==> config.mk <==
export PLATFORM = sky130hd
export DESIGN_NAME = memory_responder
export DESIGN_NICKNAME = d
export VERILOG_FILES = /design/src/rtl/memory_responder_pkg.sv /design/src/rtl/memory_address_decoder.sv /design/src/rtl/memory_responder.sv
export SDC_FILE = /design/constraint.sdc
export NUM_CORES = 1
export LEC_CHECK = 0
export BUFFER_PORTS_ARGS = -buffer_cell sky130_fd_sc_hd__buf_4
export CAP_MARGIN = 20
export CORE_MARGIN = 10
export CORE_UTILIZATION = 30
export DETAILED_ROUTE_END_ITERATION = 12
export PLACE_DENSITY = 0.64
export SKIP_CTS_REPAIR_TIMING = 1
export SLEW_MARGIN = 20
export SYNTH_ARGS = -nofsm -noshare
export SYNTH_HDL_FRONTEND = slang
export SYNTH_HIERARCHICAL = 1
export SYNTH_SLANG_ARGS = --single-unit
==> constraint.sdc <==
create_clock -name clock -period 3.65 [get_ports clock]
set_input_delay 0.5475 -clock clock [delete_from_list [all_inputs] [get_ports clock]]
set_output_delay 0.5475 -clock clock [all_outputs]
set_load 0.03 [all_outputs]
==> src/rtl/memory_responder_pkg.sv <==
// Shared definitions for the memory responder: FSM encoding, I/O register offsets
// and the default base address of the I/O window.
package memory_responder_pkg;

   typedef enum logic [1:0] {
      IDLE    = 2'd0,
      ACCESS  = 2'd1,
      WAIT    = 2'd2,
      RESPOND = 2'd3
   } state_t;

   localparam logic [1:0] IO_LED     = 2'd0;
   localparam logic [1:0] IO_SWITCH  = 2'd1;
   localparam logic [1:0] IO_COUNTER = 2'd2;

   localparam logic [15:0] DEFAULT_IO_BASE = 16'hFF00;

endpackage

==> src/rtl/memory_address_decoder.sv <==
// Combinational address decode for the memory responder: RAM, I/O window or unmapped.
// MEMORY_RESPONDER_CYCLE_COUNTER_EN makes IO_BASE+2 a readable counter; otherwise it is an error.
module memory_address_decoder
   import memory_responder_pkg::*;
#(
   parameter int                    DATA_WIDTH        = 16,
   parameter int                    RAM_ADDRESS_WIDTH = 14,
   parameter logic [DATA_WIDTH-1:0] IO_BASE           = DEFAULT_IO_BASE
) (
   input  logic [DATA_WIDTH-1:0] address,
   input  logic                  write,
   output logic                  is_ram,
   output logic                  is_io,
   output logic [1:0]            io_offset,
   output logic                  error
);

   logic [DATA_WIDTH-1:0] io_delta;

   // NOTE: every output gets a default at the top of the block so no path can infer a latch.
   always_comb begin
      io_delta  = address - IO_BASE;
      is_ram    = (address >> RAM_ADDRESS_WIDTH) == '0;
      is_io     = !is_ram && (io_delta[DATA_WIDTH-1:2] == '0);
      io_offset = io_delta[1:0];
      error     = 1'b0;

      if (!is_ram && !is_io) begin
         error = 1'b1;
      end else if (is_io) begin
         case (io_offset)
            IO_LED:     error = 1'b0;
            IO_SWITCH:  error = write;
`ifdef MEMORY_RESPONDER_CYCLE_COUNTER_EN
            IO_COUNTER: error = write;
`else
            IO_COUNTER: error = 1'b1;
`endif
            default:    error = 1'b1;
         endcase
      end
   end

endmodule

==> src/rtl/memory_responder.sv <==
// Valid/ready memory responder between the CPU request port, a synchronous block RAM and
// a small I/O window (LEDs, switches, cycle counter under MEMORY_RESPONDER_CYCLE_COUNTER_EN).
module memory_responder
   import memory_responder_pkg::*;
#(
   parameter int                    DATA_WIDTH        = 16,
   parameter int                    RAM_ADDRESS_WIDTH = 14,
   parameter logic [DATA_WIDTH-1:0] IO_BASE           = DEFAULT_IO_BASE
) (
   input  logic                         clock,
   input  logic                         reset,
   input  logic                         request_valid,
   output logic                         request_ready,
   input  logic                         request_write,
   input  logic [DATA_WIDTH-1:0]        request_address,
   input  logic [DATA_WIDTH-1:0]        request_write_data,
   output logic                         response_valid,
   input  logic                         response_ready,
   output logic [DATA_WIDTH-1:0]        response_read_data,
   output logic                         response_error,
   output logic [RAM_ADDRESS_WIDTH-1:0] ram_address,
   output logic                         ram_write_enable,
   output logic [DATA_WIDTH-1:0]        ram_write_data,
   input  logic [DATA_WIDTH-1:0]        ram_read_data,
   input  logic [DATA_WIDTH-1:0]        switches,
   output logic [DATA_WIDTH-1:0]        leds
);

   state_t                state;
   state_t                next_state;
   logic                  held_write;
   logic [DATA_WIDTH-1:0] held_address;
   logic [DATA_WIDTH-1:0] held_write_data;
   logic                  is_ram;
   logic                  is_io;
   logic [1:0]            io_offset;
   logic                  decode_error;
   logic [DATA_WIDTH-1:0] io_read_data;
   logic                  accept;
`ifdef MEMORY_RESPONDER_CYCLE_COUNTER_EN
   logic [DATA_WIDTH-1:0] counter;
`endif

   memory_address_decoder #(
      .DATA_WIDTH       (DATA_WIDTH),
      .RAM_ADDRESS_WIDTH(RAM_ADDRESS_WIDTH),
      .IO_BASE          (IO_BASE)
   ) u_decoder (
      .address  (held_address),
      .write    (held_write),
      .is_ram   (is_ram),
      .is_io    (is_io),
      .io_offset(io_offset),
      .error    (decode_error)
   );

   assign accept         = (state == IDLE) && request_valid;
   assign ram_address    = held_address[RAM_ADDRESS_WIDTH-1:0];
   assign ram_write_data = held_write_data;

   // NOTE: sequential state uses non-blocking assignments so every register samples pre-edge values.
   always_ff @(posedge clock) begin
      if (reset) state <= IDLE;
      else       state <= next_state;
   end

   always_comb begin
      next_state       = state;
      request_ready    = 1'b0;
      response_valid   = 1'b0;
      ram_write_enable = 1'b0;
      case (state)
         IDLE: begin
            request_ready = 1'b1;
            if (request_valid) next_state = ACCESS;
         end
         ACCESS: begin
            if (is_ram) begin
               // Gated by reset so an in-flight store never lands during the reset cycle.
               ram_write_enable = held_write && !reset;
               next_state       = held_write ? RESPOND : WAIT;
            end else begin
               next_state = RESPOND;
            end
         end
         WAIT: next_state = RESPOND;
         RESPOND: begin
            response_valid = 1'b1;
            if (response_ready) next_state = IDLE;
         end
         default: next_state = IDLE;
      endcase
   end

   always_ff @(posedge clock) begin
      if (reset) begin
         held_write      <= 1'b0;
         held_address    <= '0;
         held_write_data <= '0;
      end else if (accept) begin
         held_write      <= request_write;
         held_address    <= request_address;
         held_write_data <= request_write_data;
      end
   end

   always_comb begin
      io_read_data = '0;
      case (io_offset)
         IO_LED:     io_read_data = leds;
         IO_SWITCH:  io_read_data = switches;
`ifdef MEMORY_RESPONDER_CYCLE_COUNTER_EN
         IO_COUNTER: io_read_data = counter;
`endif
         default:    io_read_data = '0;
      endcase
   end

   // Errors and stores respond with zero data; only clean I/O reads and RAM reads load data.
   always_ff @(posedge clock) begin
      if (reset) begin
         response_read_data <= '0;
         response_error     <= 1'b0;
      end else begin
         case (state)
            IDLE: begin
               if (accept) begin
                  response_read_data <= '0;
                  response_error     <= 1'b0;
               end
            end
            ACCESS: begin
               response_error     <= decode_error;
               response_read_data <= (is_io && !held_write && !decode_error) ? io_read_data : '0;
            end
            WAIT:    response_read_data <= ram_read_data;
            default: ;
         endcase
      end
   end

   always_ff @(posedge clock) begin
      if (reset) begin
         leds <= '0;
      end else if (state == ACCESS && is_io && held_write && !decode_error && io_offset == IO_LED) begin
         leds <= held_write_data;
      end
   end

`ifdef MEMORY_RESPONDER_CYCLE_COUNTER_EN
   always_ff @(posedge clock) begin
      if (reset) counter <= '0;
      else       counter <= counter + 1'b1;
   end
`endif

endmodule

==> flow_summary.yaml, run 1 <==
setup_path:
  rrSetupSlack_ns: 0.79
  endpoint_kind: "flip-flop"
  required_ns: 3.85
  path_class: "flip-flop to flip-flop"
  cp_data_arrival_time_ns: 3.06
  reg2reg_from: "held_address[3]"
  r2r.worst_path.cells: 7
  path_max_fanout: 16
  crit-reg2reg-capture: "leds[4]"
  crit_path_start_kind: "flip-flop"
clocking:
  clk_latency_ns: 0.34
  cts_made_buffers: 9
  clkTransAtPathRegs_ns: 0.08
  htree_levels: 3
  root_buffer: "clkbuf_8"
  clock-sinks: 68
  cts_buffer_depth: 2
  tritoncts: "yes"
timing:
  finalHoldViolations: 0
  tns_ns: 0
  worst_slew_pin_slew_ns: 0.9745
  skew_ns: 0.009297
  max_freq_mhz: 349.1
  grt_setup_unrepaired: "false"
  fin_crit_sh_pct: 78.47
  min_period_ns: 2.864
  setup_slack_ns: 0.7857
  slew_viol_final: 0
  setup_viol: 0
  timing.slew.headroom_pct: 35.03
grt:
  antenna_found_initial: 0
  grt-ovfl-total: 0
  grt.total_usage_pct: 12.80
  grt_max_degree: 69
  grt_pass1_vias: 2747
  grt_pass1_wl_mm: 14.74
logic_synthesis:
  ys.flop_type: "dfxtp_1"
  synthDistinctLibCells: 33
  synthArstFlopShare_pct: 0
  syn_inst: 327
  ys_ff_latch: 68
  synth_commonest_cells: "nand2_1 (70), dfxtp_1 (68), a21oi_1 (37)"
  ys_top_cells_by_area: "dfxtp_1 (46%), nand2_1 (8.9%), a21oi_1 (6.2%)"
  synth_area_mm2: 0.002968
  synth-edff-count: 0
  synth_top_area_share_pct: 45.87
  ys_seq_area_share_pct: 45.87
  yosysWarnings: 6
  syn_area_per_cell_um2: 9.076
  synth_top_area_cell: "dfxtp_1"
  synth.net_count: 401
  synth.most_common_cell: "nand2_1"
hold_path:
  hold_path.class: "primary input to flip-flop"
  holdPathEnd: "response_read_data[14]"
  hold_start: "ram_read_data[14]"
  whs_path_depth: 3
floorplan:
  ioPinCount: 135
  rows: 36
  dieArea_mm2: 0.01427
  die_x_um: 119.5
  design.core.area_mm2: 0.009684
  die_h_um: 119.5
  start_util_pct: 30.65
route:
  drc_errors: 0
  wire_per_inst_um: 16.40
  vias_per_cell: 4.698
  drtIter0Drc: 161
  firstDrtPassIters: 4
  via_count: 2706
  antenna_left: 0
  wl_mm: 9.447
finish:
  fin_nets: 512
  final_util_pct: 42.70
  drive_gt1_share_pct: 36.79
  synthToLayoutAreaGrowth_pct: 39.33
  stdcell_area_mm2: 0.004135
  diodes: 0
placed_design:
  placedInstanceArea_mm2: 0.003944
  hpwlAfterDp_mm: 6.992
  place.port_buffers: 134
  gp_congestion: 0.7770
  post-place-ws_ns: 0.7530
flow_run:
  drv_cap: 0
outcome:
  run_status: "finished clean"
pwr:
  power_density_mw_per_mm2: 569.2
  leakagePower_uw: 0.001940
  peakVddDrop_v: 0.0002331
flip-flops by register name, indices dropped and copies added (netlist names):
name / cells
held_address: 16
leds: 16
ram_write_data: 16
response_read_data: 16
state: 2
held_write: 1
response_error: 1
how the worst max path moves through the flow:
stage | cells past startpoint | from | end | slack, ns
global placement | 7 | held_address[3] | leds[9] | 0.80
CTS | 7 | held_address[3] | leds[3] | 0.76
global route | 7 | held_address[3] | leds[11] | 0.61
finish | 7 | held_address[3] | leds[4] | 0.79
floorplan | 9 | held_address[3] | leds[10] | 1.17
detailed placement | 7 | held_address[3] | leds[3] | 0.75
layout make-up:
class / instances / area (um2)
multi-input cells: 216 / 1358
fillers: 977 / 5549
repair buffers: 139 / 1044
flip-flops and latches: 68 / 1361
clock buffers: 10 / 127.6
inverters: 4 / 15.01
clock inverters: 6 / 63.81
well taps: 133 / 166.4
power breakdown:
group,internal (uW),switching (uW)
Combinational,306,532
Sequential,833,76.9
Clock,316,290
Total,1450,899
worst max-delay path, stage by stage (launching register included):
cell	delay, ns
dfxtp_1	0.32
or4_4	0.55
nor4_4	0.37
a21oi_2	0.10
nand4bb_4	0.25
or3b_1	0.78
mux2i_1	0.29
nor2_1	0.06
stage by stage:
| stage | hold WS [ns] | total power, uW | std cells |
|---|---|---|---|
| 2_1_floorplan | 0.4447 | 1507 | 327 |
| 3_3_place_gp | 0.4538 | 1765 | 560 |
| 3_5_place_dp | 0.4615 | 1779 | 560 |
| 4_1_cts | 0.4267 | 2390 | 576 |
| 5_1_grt | 0.4408 | 2499 | 576 |
| 6_report | 0.4409 | 2354 | 576 |
logic make-up after synthesis:
logic type	count (synthesis)	synth area share, %
AND/OR/NAND/NOR	119	18.93
flip-flops	68	45.87
AO/OA/AOI/OAI	59	12.82
multiplexers	33	11.80
adder cells (fa/ha/maj)	5	2.108
buffers and inverters	43	8.473
cell usage in the layout, fill, tap and decap left out, types with 2 or more instances in the layout:
cell type,synthesis,layout
inv_1,4,4
nand2b_1,3,3
mux2i_1,17,17
clkinv_2,0,2
nand2_2,1,2
nor2_1,33,33
o21ai_0,3,3
dfxtp_1,68,68
buf_4,17,139
clkinvlp_4,0,2
ha_1,5,5
mux2_1,16,16
a21oi_1,37,37
nand2_1,70,69
clkbuf_8,0,9
a222oi_1,14,14
a22oi_1,2,2
nor4_4,2,2
layer usage:
layer	share of wire, %	wire (um)	global-route usage [%]
met1	43	4059	14.81
met4	0.37	35	4.148
met3	11	1034	5.574
met2	46	4317	20.80
met5	0	0	0
(Power assumes the default switching activity.)
==> run 2: changes to the inputs <==
Clock period 3.65 ns to 3 ns, I/O delays scaled along.
==> run 2 against run 1 <==
Via count shrank 0.55%. Die area is the same. Largest power group unchanged. Sequential power increased by 22%. Total power grew 23%. Utilization increased by 0.34 points. Sequential share of layout area shrank 0.26 points.
==> flow_summary.yaml, run 2 (synthesis results as in run 1) <==
outcome:
  run_status: "finished clean"
floorplan:
  die_h_um: 119.5
  design.core.area_mm2: 0.009684
  start_util_pct: 30.65
  rows: 36
  ioPinCount: 135
  dieArea_mm2: 0.01427
  die_x_um: 119.5
finish:
  regArea_mm2: 0.001361
  fillers: 958
  multi_input_area_mm2: 0.001355
  final_cell_mix: "buf_4 (140), nand2_1 (70), dfxtp_1 (68), a21oi_1 (37), nor2_1 (33)"
  drive_gt1_share_pct: 37.08
  diodes: 0
  final_util_pct: 43.04
  stdcell_area_mm2: 0.004168
  layout_commonest_cell: "buf_4"
  fin_nets: 514
  synthToLayoutAreaGrowth_pct: 40.43
route:
  vias_per_cell: 4.656
  wire_per_inst_um: 16.24
  drc_errors: 0
  via_count: 2691
  wl_met3_mm: 1.129
  antenna_left: 0
  met2_length_mm: 4.278
  wirelength_met1_mm: 3.881
  drtIter0Drc: 147
  top_layer: "met4"
  wl_mm: 9.384
  firstDrtPassIters: 6
pwr:
  leakagePower_uw: 0.001965
  power_uw: 2898
  power_density_mw_per_mm2: 695.4
  peakVddDrop_v: 0.0003459
placed_design:
  place.port_buffers: 134
  placedInstanceArea_mm2: 0.003969
  gp_congestion: 0.7565
  post-place-ws_ns: 0.4174
  hpwlAfterDp_mm: 7.103
timing:
  max_freq_mhz: 387.3
  skew_ns: 0.01224
  grt_setup_unrepaired: "false"
  finalHoldViolations: 0
  slew_viol_final: 0
  min_period_ns: 2.582
  setup_slack_ns: 0.4178
  worst_slew_pin_slew_ns: 0.7115
  timing.slew.headroom_pct: 52.56
  tns_ns: 0
  setup_viol: 0
  fin_crit_sh_pct: 86.07
grt:
  grt_max_degree: 69
  grt-ovfl-total: 0
  grt_pass1_vias: 2794
  antenna_found_initial: 0
  grt.total_usage_pct: 12.97
  grt_pass1_wl_mm: 14.83
clocking:
  htree_levels: 3
  clkTransAtPathRegs_ns: 0.08
  root_buffer: "clkbuf_8"
  clock-sinks: 68
  clk_latency_ns: 0.35
  cts_made_buffers: 9
  cts_buffer_depth: 2
  tritoncts: "yes"
flow_run:
  drv_cap: 0
setup_path:
  crit_path_start_kind: "flip-flop"
  path_max_fanout: 16
  cp_data_arrival_time_ns: 2.79
  endpoint_kind: "flip-flop"
  required_ns: 3.21
  path_class: "flip-flop to flip-flop"
hold_path:
  hold_path.class: "primary input to flip-flop"
==> run 2: power breakdown <==
part           switching, uW  internal [uW]  leakage [uW]  total, uW
clock network            369            389      0.000104        758
logic                    646            389       0.00131       1040
registers               92.0           1010      0.000553       1110
==> run 2: critical path, stage by stage, from the launching register on <==
cell	delay [ns]
dfxtp_1	0.32
or4_4	0.56
nor4_4	0.38
a21oi_2	0.10
nand4bb_4	0.25
or3b_1	0.36
buf_4	0.23
mux2i_1	0.18
nor2_1	0.06
==> run 2: metrics by stage <==
stage	instances	hold slack (ns)
floorplan	327	0.4447
global placement	562	0.4552
detailed placement	562	0.4636
CTS	578	0.3197
global route	578	0.3306
finish	578	0.3317
==> run 2: layer usage <==
metal | up-vias | GRT usage, %
met5 | - | 0
met4 | 0 | 4.072
met3 | 10 | 6.330
met2 | 129 | 20.84
met1 | 1220 | 14.84
li1 | 1332 | -
==> run 2: final timing paths <==
check,depth (start not counted),startpoint,end,slack (ns)
hold / removal,3,ram_read_data[15],response_read_data[15],0.33
hold reg to reg,2,held_address[13],held_address[13],0.47
setup / recovery,8,held_address[3],leds[2],0.42
setup reg to reg,8,held_address[3],leds[2],0.42
==> run 2: layout make-up <==
type,count,share of cell area [%]
sequential,68,32.66
multi-input combinational,216,32.51
timing repair buffer,141,25.70
tap,133,3.993
clock buffer,9,2.972
clock inverter,7,1.801
inverter,4,0.3603
